## config.mk

```make
export PLATFORM = sky130hd
export DESIGN_NAME = axi_rd_arbiter
export DESIGN_NICKNAME = d
export VERILOG_FILES = /design/src/rtl/axi_rd_arb_pkg.sv /design/src/rtl/rd_outst_counter.sv /design/src/rtl/axi_rd_arbiter.sv
export SDC_FILE = /design/constraint.sdc
export NUM_CORES = 1
export LEC_CHECK = 0
export BUFFER_PORTS_ARGS = -buffer_cell sky130_fd_sc_hd__buf_2
export CELL_PAD_IN_SITES_DETAIL_PLACEMENT = 2
export CELL_PAD_IN_SITES_GLOBAL_PLACEMENT = 2
export CORE_MARGIN = 3
export CORE_UTILIZATION = 18
export CTS_BUF_LIST = sky130_fd_sc_hd__clkbuf_4
export CTS_CLUSTER_SIZE = 28
export DETAILED_ROUTE_END_ITERATION = 6
export HOLD_SLACK_MARGIN = 0.02
export PLACE_DENSITY = 0.89
export SLEW_MARGIN = 20
export SYNTH_ARGS = -nofsm -noshare
export SYNTH_HDL_FRONTEND = slang
export SYNTH_HIERARCHICAL = 1
export SYNTH_SLANG_ARGS = --single-unit
```

## constraint.sdc

```tcl
create_clock -name clk -period 2.2 [get_ports clk]
set_clock_uncertainty 0.1 [all_clocks]
set_input_delay 0.22 -clock clk [delete_from_list [all_inputs] [get_ports clk]]
set_output_delay 0.22 -clock clk [all_outputs]
set_load 0.005 [all_outputs]
```

## src/rtl/axi_rd_arb_pkg.sv

```systemverilog
// Shared types and constants for the AXI read arbiter slice.
//   ar_state_e     : AR channel state (idle bubble / address on the bus)
//   AXI_BURST_INCR : arburst encoding for INCR bursts
//   ARLEN_SINGLE   : arlen for a single-beat transfer
//   DEFAULT_ID_*   : default arid values for the two requesters
//   hits_write()   : word-address compare against a pending write
package axi_rd_arb_pkg;

    typedef enum logic {
        AR_IDLE = 1'b0,
        AR_SEND = 1'b1
    } ar_state_e;

    localparam logic [1:0] AXI_BURST_INCR  = 2'b01;
    localparam logic [7:0] ARLEN_SINGLE    = 8'd0;
    localparam logic [3:0] DEFAULT_ID_INST = 4'd0;
    localparam logic [3:0] DEFAULT_ID_DATA = 4'd1;

    // A read collides with a pending write when both touch the same 32-bit word.
    function automatic logic hits_write(input logic        busy,
                                        input logic [31:0] waddr,
                                        input logic [31:0] raddr);
        return busy && (waddr[31:2] == raddr[31:2]);
    endfunction

endpackage

```

## src/rtl/rd_outst_counter.sv

```systemverilog
// Saturating up/down counter tracking in-flight reads for one requester.
//   clk, reset : clock, synchronous active-high reset
//   inc        : a read was accepted this cycle
//   dec        : a read response was delivered this cycle
//   cnt        : current outstanding count
//   full       : count has reached MAX_OUTST
module rd_outst_counter #(
    parameter int unsigned MAX_OUTST = 2
) (
    input  logic       clk,
    input  logic       reset,
    input  logic       inc,
    input  logic       dec,
    output logic [1:0] cnt,
    output logic       full
);

    localparam logic [1:0] LIMIT = 2'(MAX_OUTST);

    assign full = (cnt >= LIMIT);

    always_ff @(posedge clk) begin
        if (reset) begin
            cnt <= '0;
        end else if (inc && !dec) begin
            if (cnt < LIMIT)
                cnt <= cnt + 2'd1;
        end else if (dec && !inc) begin
            // A stray response at zero is still forwarded upstream; only the count holds.
            if (cnt != 2'd0)
                cnt <= cnt - 2'd1;
        end
    end

endmodule

```

## src/rtl/axi_rd_arbiter.sv

```systemverilog
// Shares one AXI read-address/read-data channel pair between the instruction
// and data sram-like read requesters. Data has fixed priority, each port is
// limited to MAX_OUTST in-flight reads, reads hitting the word of a pending
// write are held off, and responses are routed back by rid.
//   clk, reset                       : clock, synchronous active-high reset
//   inst_req/size/addr, inst_addr_ok : instruction request side
//   inst_data_ok, inst_rdata         : instruction response side
//   data_req/size/addr, data_addr_ok : data request side
//   data_data_ok, data_rdata         : data response side
//   wr_busy, wr_addr                 : pending write from the write path
//   ar*                              : AXI read-address channel (master)
//   rid, rdata, rvalid, rready       : AXI read-data channel (master)
module axi_rd_arbiter
    import axi_rd_arb_pkg::*;
#(
    parameter int unsigned MAX_OUTST = 2,
    parameter logic [3:0]  ID_INST   = DEFAULT_ID_INST,
    parameter logic [3:0]  ID_DATA   = DEFAULT_ID_DATA
) (
    input  logic        clk,
    input  logic        reset,

    input  logic        inst_req,
    input  logic [1:0]  inst_size,
    input  logic [31:0] inst_addr,
    output logic        inst_addr_ok,
    output logic        inst_data_ok,
    output logic [31:0] inst_rdata,

    input  logic        data_req,
    input  logic [1:0]  data_size,
    input  logic [31:0] data_addr,
    output logic        data_addr_ok,
    output logic        data_data_ok,
    output logic [31:0] data_rdata,

    input  logic        wr_busy,
    input  logic [31:0] wr_addr,

    output logic [3:0]  arid,
    output logic [31:0] araddr,
    output logic [7:0]  arlen,
    output logic [2:0]  arsize,
    output logic [1:0]  arburst,
    output logic [1:0]  arlock,
    output logic [3:0]  arcache,
    output logic [2:0]  arprot,
    output logic        arvalid,
    input  logic        arready,

    input  logic [3:0]  rid,
    input  logic [31:0] rdata,
    input  logic        rvalid,
    output logic        rready
);

    ar_state_e   state;
    logic        inst_full;
    logic        data_full;
    logic [1:0]  inst_cnt;
    logic [1:0]  data_cnt;
    logic        inst_elig;
    logic        data_elig;
    logic        grant_inst;
    logic        grant_data;

    assign inst_elig = inst_req && !inst_full && !hits_write(wr_busy, wr_addr, inst_addr);
    assign data_elig = data_req && !data_full && !hits_write(wr_busy, wr_addr, data_addr);

    // Grants only exist in the idle bubble; reset suppresses them so nothing is
    // counted in a cycle that is about to be wiped.
    always_comb begin
        grant_data = 1'b0;
        grant_inst = 1'b0;
        if (!reset && state == AR_IDLE) begin
            if (data_elig)
                grant_data = 1'b1;
            else if (inst_elig)
                grant_inst = 1'b1;
        end
    end

    assign inst_addr_ok = grant_inst;
    assign data_addr_ok = grant_data;

    always_ff @(posedge clk) begin
        if (reset) begin
            state  <= AR_IDLE;
            arid   <= '0;
            araddr <= '0;
            arsize <= '0;
        end else begin
            case (state)
                AR_IDLE: begin
                    if (grant_data) begin
                        arid   <= ID_DATA;
                        araddr <= data_addr;
                        arsize <= {1'b0, data_size};
                        state  <= AR_SEND;
                    end else if (grant_inst) begin
                        arid   <= ID_INST;
                        araddr <= inst_addr;
                        arsize <= {1'b0, inst_size};
                        state  <= AR_SEND;
                    end
                end
                AR_SEND: begin
                    if (arready)
                        state <= AR_IDLE;
                end
                default: state <= AR_IDLE;
            endcase
        end
    end

    assign arvalid = (state == AR_SEND);
    assign arlen   = ARLEN_SINGLE;
    assign arburst = AXI_BURST_INCR;
    assign arlock  = '0;
    assign arcache = '0;
    assign arprot  = '0;

    assign rready       = 1'b1;
    assign inst_data_ok = rvalid && (rid == ID_INST);
    assign data_data_ok = rvalid && (rid == ID_DATA);
    assign inst_rdata   = rdata;
    assign data_rdata   = rdata;

    rd_outst_counter #(.MAX_OUTST(MAX_OUTST)) u_inst_cnt (
        .clk   (clk),
        .reset (reset),
        .inc   (grant_inst),
        .dec   (inst_data_ok),
        .cnt   (inst_cnt),
        .full  (inst_full)
    );

    rd_outst_counter #(.MAX_OUTST(MAX_OUTST)) u_data_cnt (
        .clk   (clk),
        .reset (reset),
        .inc   (grant_data),
        .dec   (data_data_ok),
        .cnt   (data_cnt),
        .full  (data_full)
    );

endmodule

```

# ---- After elaboration in Yosys (flattened, before gate mapping)
# Cells that the tools add are included.
dict set report totals {
  register_bits 44
  latch_bits 0
  ram_bits 0
  rom_bits 0
  inputBits 143
  output_inout_bits 128
  wordCells 76
  mem_count 0
}
dict set report op_classes {
  addsub 4
  multipliers 0
  div_mod_pow 0
  order_cmp 4
  eq_ne 5
  shifts 0
  muxes 23
  bitwise 1
  reduce_logical 33
}
# cell count
set op_table {}
lappend op_table {{$mux W32} 2}
lappend op_table {{$eq A30 B30 Y1} 2}
lappend op_table {{$mux W2} 8}
lappend op_table {{$reduce_bool A2 Y1} 7}
lappend op_table {{$logic_and A1 B1 Y1} 13}
lappend op_table {{$logic_not A1 Y1} 9}
lappend op_table {{$mux W1} 8}
lappend op_table {{$mux W4} 2}
lappend op_table {{$mux W3} 2}
lappend op_table {{$reduce_and A3 Y1} 2}
lappend op_table {{$add A2 B1 Y2 const B} 2}
lappend op_table {{$eq A4 B1 Y1 const B} 1}
lappend op_table {{$ge A2 B2 Y1 const B} 2}
lappend op_table {{$logic_not A4 Y1} 1}
lappend op_table {{$lt A2 B2 Y1 const B} 2}
lappend op_table {{$ne A2 B2 Y1 const B} 2}
lappend op_table {{$sub A2 B1 Y2 const B} 2}
lappend op_table {{$pmux W1 S2} 1}
lappend op_table {{$reduce_and A2 Y1} 1}
lappend op_table {{$not A1 Y1} 1}

# ---- Depth between registers and ports, before layout
# Gate-level depths: netlist of the first run.
dict set report logic_depth {
  word_depth 11
  ltp_mapped 11
  depth_no_buf 10
}

# ---- Modules after synthesis
# Netlist of the first run, hierarchy kept.
# module instances cells_each area_each_um2 seq_area_each_um2
set by_module_without_submodules {}
lappend by_module_without_submodules {axi_rd_arbiter 1 380 3116.7 720.7}
lappend by_module_without_submodules {rd_outst_counter 2 15 122.6 40.0}

# ---- Worst setup path before layout of the first run
# No wires, ideal clock.
dict set report synth_timing {
  path_type {register to register}
  start {reg u_inst_cnt.cnt[1]}
  end {reg u_inst_cnt.cnt[0]}
  setup_time_ns 0.070
  arrival_time_ns 2.007
  t_required_ns 2.030
  setup_slack_ns 0.023
  stages_incl_launch_ff 10
  n_path_buf 1
  synth_period_minus_slack_ns 2.177
  cell_sequence {dfxtp_1 > clkbuf_1 > or4b_1 > a21oi_2 > nand2_1 > inv_1 > ha_1 > nor4b_2 > a21oi_1 > a21oi_1}
}
dict set report synth_via {
  elab_chain_cells 11
  elab_cells_between_ends 17
  cone_classes {2 x order compare; 1 x eq/ne; 4 x mux; 10 x reduce/logical}
}
# item line_no
set synth_rtl {}
lappend synth_rtl {{from (decl)} rd_outst_counter.sv:14} ;# output logic [1:0] cnt,
lappend synth_rtl {{from (signal assigned)} rd_outst_counter.sv:27} ;# cnt <= cnt + 2'd1;
lappend synth_rtl {{from (signal assigned)} rd_outst_counter.sv:31} ;# cnt <= cnt - 2'd1;
lappend synth_rtl {{$ge A2 B2 Y1 *} rd_outst_counter.sv:20} ;# assign full = (cnt >= LIMIT);
lappend synth_rtl {{net inst_full} axi_rd_arbiter.sv:58} ;# logic inst_full;
lappend synth_rtl {{$logic_not A1 Y1 *} axi_rd_arbiter.sv:67} ;# assign inst_elig = inst_req && !inst_full && !hits_write(wr_busy, wr_addr, inst_addr);
lappend synth_rtl {{$logic_and A1 B1 Y1 * (2 in series)} axi_rd_arbiter.sv:67}
lappend synth_rtl {{$mux W1 *} axi_rd_arbiter.sv:78} ;# else if (inst_elig)
lappend synth_rtl {{$mux W1 *} axi_rd_arbiter.sv:76} ;# if (data_elig)
lappend synth_rtl {{$mux W1 *} axi_rd_arbiter.sv:75} ;# if (!reset && state == AR_IDLE) begin
lappend synth_rtl {{net inst_addr_ok} axi_rd_arbiter.sv:26} ;# output logic inst_addr_ok,
lappend synth_rtl {{$logic_not A1 Y1} rd_outst_counter.sv:28} ;# end else if (dec && !inc) begin
lappend synth_rtl {{$logic_and A1 B1 Y1} rd_outst_counter.sv:28}
lappend synth_rtl {{$reduce_bool A2 Y1 (no line)} n/a}
lappend synth_rtl {{$reduce_and A3 Y1 (no line)} n/a}
# The timed path passes the listed nets; every way through them passes the cells marked *.
# A chain may end at the register's enable or synchronous reset.

# ---- Final worst setup path of the first run
dict set report layout_timing {
  start {reg u_inst_cnt.cnt[1]}
  end {out inst_addr_ok}
}
dict set report layout_via {
  elab_chain_cells 7
}
# item line_no
set layout_rtl {}
lappend layout_rtl {{$ge A2 B2 Y1} rd_outst_counter.sv:20}
lappend layout_rtl {{$logic_not A1 Y1} axi_rd_arbiter.sv:67}
lappend layout_rtl {{$logic_and A1 B1 Y1 (2 in series)} axi_rd_arbiter.sv:67}
lappend layout_rtl {{$mux W1} axi_rd_arbiter.sv:78}
lappend layout_rtl {{$mux W1} axi_rd_arbiter.sv:76}
lappend layout_rtl {{$mux W1} axi_rd_arbiter.sv:75}
lappend layout_rtl {{to (decl)} axi_rd_arbiter.sv:26}
# Every way passes these cells.

==> impl_metrics.json, run 1 <==
{
  "outcome": "complete, no violations",
  "drive_gt1_share_pct": 45.5,
  "htree_levels": 2,
  "nets": 734,
  "ant_nets": 0,
  "drv_cap": 0,
  "ys_types": 32,
  "ir_drop_uv": 157,
  "gp_congestion": 0.714,
  "endpoint_kind": "output port",
  "total_power_uw": 2030,
  "slowest_delay_ns": 0.55,
  "post_cts_buffers": 0,
  "period_minus_slack_ns": 2.13,
  "reg2reg_from": "u_inst_cnt/cnt[1]",
  "totalWireLength_um": 16200,
  "cts-buffers-inserted": 5,
  "ys_warn_count": 6,
  "wl_per_cell_um": 19.8,
  "place_hpwl_um": 12600,
  "seqCellArea_um2": 803,
  "core_area_um2": 18100,
  "grt_pass1_wl_um": 23800,
  "grt_overflow": 0,
  "vias_per_cell": 4.43,
  "drt_iter0_drc": 72,
  "syn_area_per_cell_um2": 8.20,
  "stdcell_count": 819,
  "path_max_fanout": 2,
  "cts_buffer_depth": 2,
  "ys_seq_area_share_pct": 23.8,
  "setup.worst_path.start_class": "flip-flop",
  "grt_max_degree": 41,
  "synth_largest_area_cell": "dfxtp_1",
  "synth_top_area_share_pct": 23.8,
  "leakagePower_uw": 0.00207,
  "setup_viol": 0,
  "syn2layout_area_growth_pct": 40.5,
  "synth-seq-cells": 40,
  "netlist_instances": 410,
  "die_area_um2": 20400,
  "drc": 0,
  "grt.total_usage_pct": 15.5,
  "clk_latency_ns": 0.40,
  "cpMaxStageDelayCell": "or4b_4",
  "cp.required_ns": 1.88,
  "min_period_over_period_pct": 97.0,
  "place_inst": 782,
  "firstDrtPassIters": 4,
  "cts_tree": "built",
  "num_vias": 3625,
  "cts_sinks": 40,
  "synth_top_family_by_area": "buffers and inverters",
  "finalHoldViolations": 0,
  "die_h_um": 143,
  "synthAdderAreaFrac_pct": 0.744,
  "chipWidth_um": 143,
  "maxSlewViolCount": 0,
  "multi_input_area_um2": 1850,
  "clkTransAtPathRegs_ns": 0.14,
  "rsz0062_at_grt": "yes",
  "clock-root-buffer": "clkbuf_4",
  "grt_pass1_vias": 4066,
  "antenna_found_initial": 5,
  "portBuffers": 148,
  "cellPowerDensity_nw_per_um2": 430,
  "startpoint": "u_inst_cnt/cnt[1]",
  "fmax_mhz": 469,
  "criticalPathCategory": "reg -> out",
  "crit_chain": "or4b_4 -> a21oi_4 -> nand2_2 -> inv_2 -> buf_4 -> buf_2",
  "synth_compound_area_share_pct": 17.1,
  "timing_worst_slew_pin_value_ns": 0.516,
  "synthSimpleGateAreaFrac_pct": 17.2,
  "fp-row-count": 49,
  "crit_arrival_ns": 1.81,
  "synth_xor_area_share_pct": 15.6,
  "hold_class": "in -> reg",
  "path_delay_family": "simple AND/OR/NAND/NOR gates",
  "initial_core_util_pct": 18.5,
  "muxShareOfSynthArea_pct": 0,
  "hold_start": "inst_size[1]",
  "synth_area_um2": 3360,
  "slew_headroom_pct": 65.6,
  "fillers": 2132,
  "ios": 271,
  "synth.area.top_cells": "dfxtp_1, buf_4, xnor2_1",
  "crit_buf_inv": 3
}
cells by family (layout without fill, tap and decap cells):
kind of cell / after synthesis / in the layout
buffers and inverters: 118 / 275
DFF: 40 / 40
xor gates and xnor gates: 60 / 60
other: 2 / 25
adders and majority gates: 2 / 2
AOI/OAI and AO/OA: 84 / 84
and+or+nand+nor: 104 / 104
worst paths after layout:
path | end | slack, ns | depth (start not counted)
setup / recovery | inst_addr_ok | 0.07 | 6
hold / removal | arsize[1] | 0.06 | 3
setup reg to reg | u_inst_cnt/cnt[0] | 0.14 | 8
hold reg to reg | arid[0] | 0.40 | 2
power by group:
part	switching [uW]	internal (uW)	total [uW]
Combinational	390	401	791
Sequential	30.3	781	811
Clock	300	131	431
synthesized netlist by cell type:
cell	n
dfxtp_1	40
and3b_1	4
ha_1	2
nand2_1	2
inv_1	4
buf_2	9
buf_6	4
conb_1	2
nor4b_1	1
a21o_2	1
nor4_2	2
nor2_1	32
a21oi_2	1
a311oi_1	29
buf_4	89
o21ai_0	36
xnor2_1	60
a221o_1	4
clkbuf_1	9
nor4_1	3
clkbuf_8	3
nor4b_2	2
nand2b_1	3
or4b_1	1
nand3_1	32
a21o_1	1
a21oi_1	10
nand4_1	14
and3_2	6
a311oi_2	1
a2111o_1	1
nor2b_1	2
sequential cells by signal, summed over array words and instances (netlist names):
name	count
araddr	32
arsize	2
u_data_cnt/cnt	2
u_inst_cnt/cnt	2
arid	1
arvalid	1
through the flow:
step	TNS [ns]	hold WS, ns	setup WS [ns]	instance area, um2	util [%]
finish	0	0.0554	0.0658	4720	26.0
global placement	-6.88	0.340	-0.301	4330	23.9
global route	-0.0513	0.0359	-0.0280	4720	26.0
detailed placement	-8.83	0.340	-0.348	4330	23.9
CTS	0	0.0214	0.0114	4680	25.8
floorplan	0	0.189	0.0228	3440	-
final cells by class:
| cell class | instances | share of cell area (%) |
|---|---|---|
| inverters | 4 | 0.318 |
| multi-input cells | 274 | 39.2 |
| clock inverters | 1 | 0.106 |
| clock buffers | 6 | 0.954 |
| repair buffers | 264 | 36.3 |
| well taps | 229 | 6.07 |
| flip-flops and latches | 40 | 17.0 |
| diodes | 1 | 0.0530 |
cell usage in the layout (no fill, tap or decap), types with 2 or more instances in the layout:
cell           Yosys  final
nand4_1           14     14
nor2_1            32     32
a21oi_1           10      9
dlygate4sd3_1      0     29
o21ai_0           36     36
and3b_1            4      4
inv_1              4      3
dfxtp_2            0      2
ha_1               2      2
nor4b_2            2      2
nand2b_1           3      3
and3_2             6      6
buf_4             89     84
conb_1             2     24
a221o_1            4      4
xnor2_1           60     56
dfxtp_1           40     38
buf_12             0      2
xnor2_2            0      4
nor4_2             2      3
nor4_1             3      2
buf_2              9    148
clkbuf_4           0      6
a311oi_1          29     29
nand3_1           32     32
per-layer routing:
metal	global-route usage, %	vias up	routed length (um)
met3	4.62	30	990
met1	17.8	1765	6610
li1	-	1699	-
met5	0	-	43
met4	3.65	8	265
met2	28.2	123	8310
tightest hold or removal path: cells and delay by family:
family,cells,cell delay [ns]
compound gates,1,0.09
simple gates,1,0.15
buf+inv,1,0.07
what timing repair did:
| item | 4_1_cts | 5_1_grt |
|---|---|---|
| hold buffers | 29 | 0 |
| resized for setup | 2 | 10 |
| setup endpoints to repair | 4 | 13 |
| gates cloned | 0 | 0 |
| hold endpoints to repair | 23 | 0 |
| pin swaps | 0 | 1 |
(Power assumes the default switching activity.)
==> run 2: changes to the inputs <==
Settings changed: ABC_AREA set to 1, CORE_UTILIZATION 18 to 19, PLACE_DENSITY 0.89 to 0.91.
==> impl_metrics.json, run 2 <==
{
  "outcome": "complete, no violations",
  "core_area_um2": 24500,
  "fillers": 3178,
  "drv_cap": 0,
  "p_sw_share_pct": 40.0,
  "cts_tree": "built",
  "synth_area_um2": 4790,
  "slowest_delay_ns": 0.37,
  "p_comb_share_pct": 43.1,
  "cp.required_ns": 1.88,
  "synth_largest_area_cell": "nand2_1",
  "clock-root-buffer": "clkbuf_4",
  "cpMaxStageDelayCell": "dfxtp_1",
  "seqPwrFrac_pct": 34.8,
  "htree_levels": 2,
  "clkTransAtPathRegs_ns": 0.13,
  "path_max_fanout": 6,
  "finalHoldViolations": 0,
  "endpoint_kind": "output port",
  "grt.total_usage_pct": 16.3,
  "grt_pass1_wl_um": 34200,
  "die_h_um": 165,
  "nets": 1139,
  "grt_max_degree": 37,
  "chipWidth_um": 165,
  "ys_warn_count": 6,
  "yosys_most_used_dff": "dfxtp_1",
  "firstDrtPassIters": 4,
  "initial_core_util_pct": 19.5,
  "num_vias": 5609,
  "internal_power_uw": 1430,
  "path_common_cell": "nor2_1",
  "grt_pass1_vias": 6202,
  "gp_congestion": 0.839,
  "synth_top_area_share_pct": 27.4,
  "p_clk_share_pct": 22.2,
  "leakagePower_uw": 0.00345,
  "async_reset_ff_share_pct": 0,
  "cellPowerDensity_nw_per_um2": 429,
  "ir_drop_uv": 198,
  "post_cts_resized": 0,
  "synth-seq-cells": 40,
  "maxSlewViolCount": 0,
  "drt_iter0_drc": 209,
  "grt_overflow": 0,
  "setup.worst_path.start_class": "flip-flop",
  "cts_buffer_depth": 2,
  "cts-buffers-inserted": 5,
  "period_minus_slack_ns": 2.00,
  "ys_types": 32,
  "ios": 271,
  "yosys-top-cells-count": "nand2_1, inv_1, nor2_1",
  "setup_viol": 0,
  "path_delay_family": "simple AND/OR/NAND/NOR gates",
  "whs_ns": 0.0650,
  "crit_arrival_ns": 1.68,
  "clk_latency_ns": 0.37,
  "rsz0062_at_grt": "no",
  "fin_setup_tns_ns": 0,
  "yosysMostFrequentCell": "nand2_1",
  "syn2layout_area_growth_pct": 16.1,
  "fmax_mhz": 500,
  "top_register": "araddr",
  "switching_power_uw": 954,
  "hold_class": "in -> reg",
  "drc": 0,
  "ant_nets": 0,
  "criticalPathCategory": "reg -> out",
  "crit_chain": "nor2_2 -> inv_1 -> nor2_1 -> nor2_1 -> buf_4 -> buf_2",
  "totalWireLength_um": 22700,
  "ys_seq_area_share_pct": 16.7,
  "wl_per_cell_um": 17.1,
  "cts_sinks": 40,
  "vias_per_cell": 4.23,
  "final_common_cell": "nand2_1",
  "netlist_instances": 902,
  "crit_buf_inv": 3,
  "final_cell_mix": "nand2_1, inv_1, buf_2",
  "place_hpwl_um": 19500,
  "fp-row-count": 57,
  "antenna_found_initial": 16,
  "largest_reg_flops": 32,
  "syn_area_per_cell_um2": 5.31,
  "fin_ws_ns": 0.201,
  "min_period_over_period_pct": 90.8,
  "place_ws_ns": -0.170,
  "portBuffers": 148,
  "die_area_um2": 27200,
  "synth.area.top_cells": "nand2_1, dfxtp_1, buf_4",
  "drive_gt1_share_pct": 22.4,
  "synth_edf_count": 0
}
-- run 2: changes by cell type in the layout (fill, tap and decap cells not counted), sizes merged, moves of 7 or more --
cell	delta
a311oi	-30
diode	+7
nand4	+23
nor2	+96
nand3	+9
xnor2	-50
inv	+155
o21ai	-34
dlygate4sd3	-28
nand2	+352
buf	-58
-- run 2: final cells by class --
class                      count  area, um2  share of cell area [%]
antenna                        8       20.0                   0.360
clock buffer                   6       45.0                   0.810
clock inverter                 2       35.0                   0.630
inverter                     160        603                    10.8
multi-input combinational    609       2650                    47.6
sequential                    40        801                    14.4
tap                          324        405                    7.29
timing repair buffer         178       1010                    18.1
-- run 2: worst register-to-register path, stage by stage (launching register included) --
cell,delay [ns]
dfxtp_1,0.37
nor2_2,0.34
inv_1,0.13
nor2_1,0.13
nor2_1,0.08
ha_1,0.29
inv_1,0.12
nand4_2,0.14
nand2_1,0.09
nor2_1,0.04
-- run 2: through the flow --
step / util (%) / power, uW / instance area (um2) / instances
2_1_floorplan: - / 1520 / 4870 / 924
3_3_place_gp: 22.2 / 1810 / 5450 / 1310
3_5_place_dp: 22.2 / 1880 / 5450 / 1310
4_1_cts: 22.6 / 2420 / 5540 / 1319
5_1_grt: 22.6 / 2580 / 5560 / 1325
6_report: 22.7 / 2390 / 5560 / 1327
-- run 2: repair_timing --
| action | 4_1_cts | 5_1_grt |
|---|---|---|
| hold endpoints to repair | 2 | 0 |
| setup endpoints to repair | 0 | 0 |
| buffers inserted | 0 | 0 |
| hold buffers | 1 | 0 |
-- run 2: path summary, 6_finish.rpt --
kind         cells past startpoint                 to              start  slack, ns
min                              5          araddr[1]       inst_addr[1]       0.06
min reg2reg                      2            arid[0]            arid[0]       0.39
max reg2reg                      9  u_inst_cnt/cnt[1]  u_data_cnt/cnt[1]       0.28
max                              6       inst_addr_ok  u_data_cnt/cnt[1]       0.20
-- run 2: power groups by stage --
| stage | clock (uW) | combinational (uW) | sequential, uW |
|---|---|---|---|
| after floorplan | 0 | 667 | 849 |
| after global placement | 0 | 965 | 840 |
| after detailed placement | 0 | 1030 | 848 |
| after CTS | 549 | 1040 | 832 |
| after global routing | 577 | 1160 | 840 |
| final | 529 | 1030 | 830 |
-- run 2: per-layer routing --
| layer | part of all wire, % | vias up | wire, um | global-route usage [%] |
|---|---|---|---|---|
| li1 | - | 2739 | - | - |
| met1 | 41 | 2664 | 9240 | 18.5 |
| met2 | 50 | 134 | 11300 | 29.6 |
| met3 | 6.3 | 54 | 1430 | 4.56 |
| met4 | 2.4 | 18 | 544 | 4.99 |
| met5 | 0.41 | - | 93 | 0 |
-- run 2: logic make-up after synthesis --
family / count (synthesis) / synth area share (%)
AO/OA/AOI/OAI: 8 / 1.04
other: 2 / 0.157
adder cells (fa/ha/maj): 2 / 0.522
buffers and inverters: 275 / 29.8
AND/OR/NAND/NOR: 565 / 49.9
flip-flops: 40 / 16.7
XOR/XNOR: 10 / 1.83
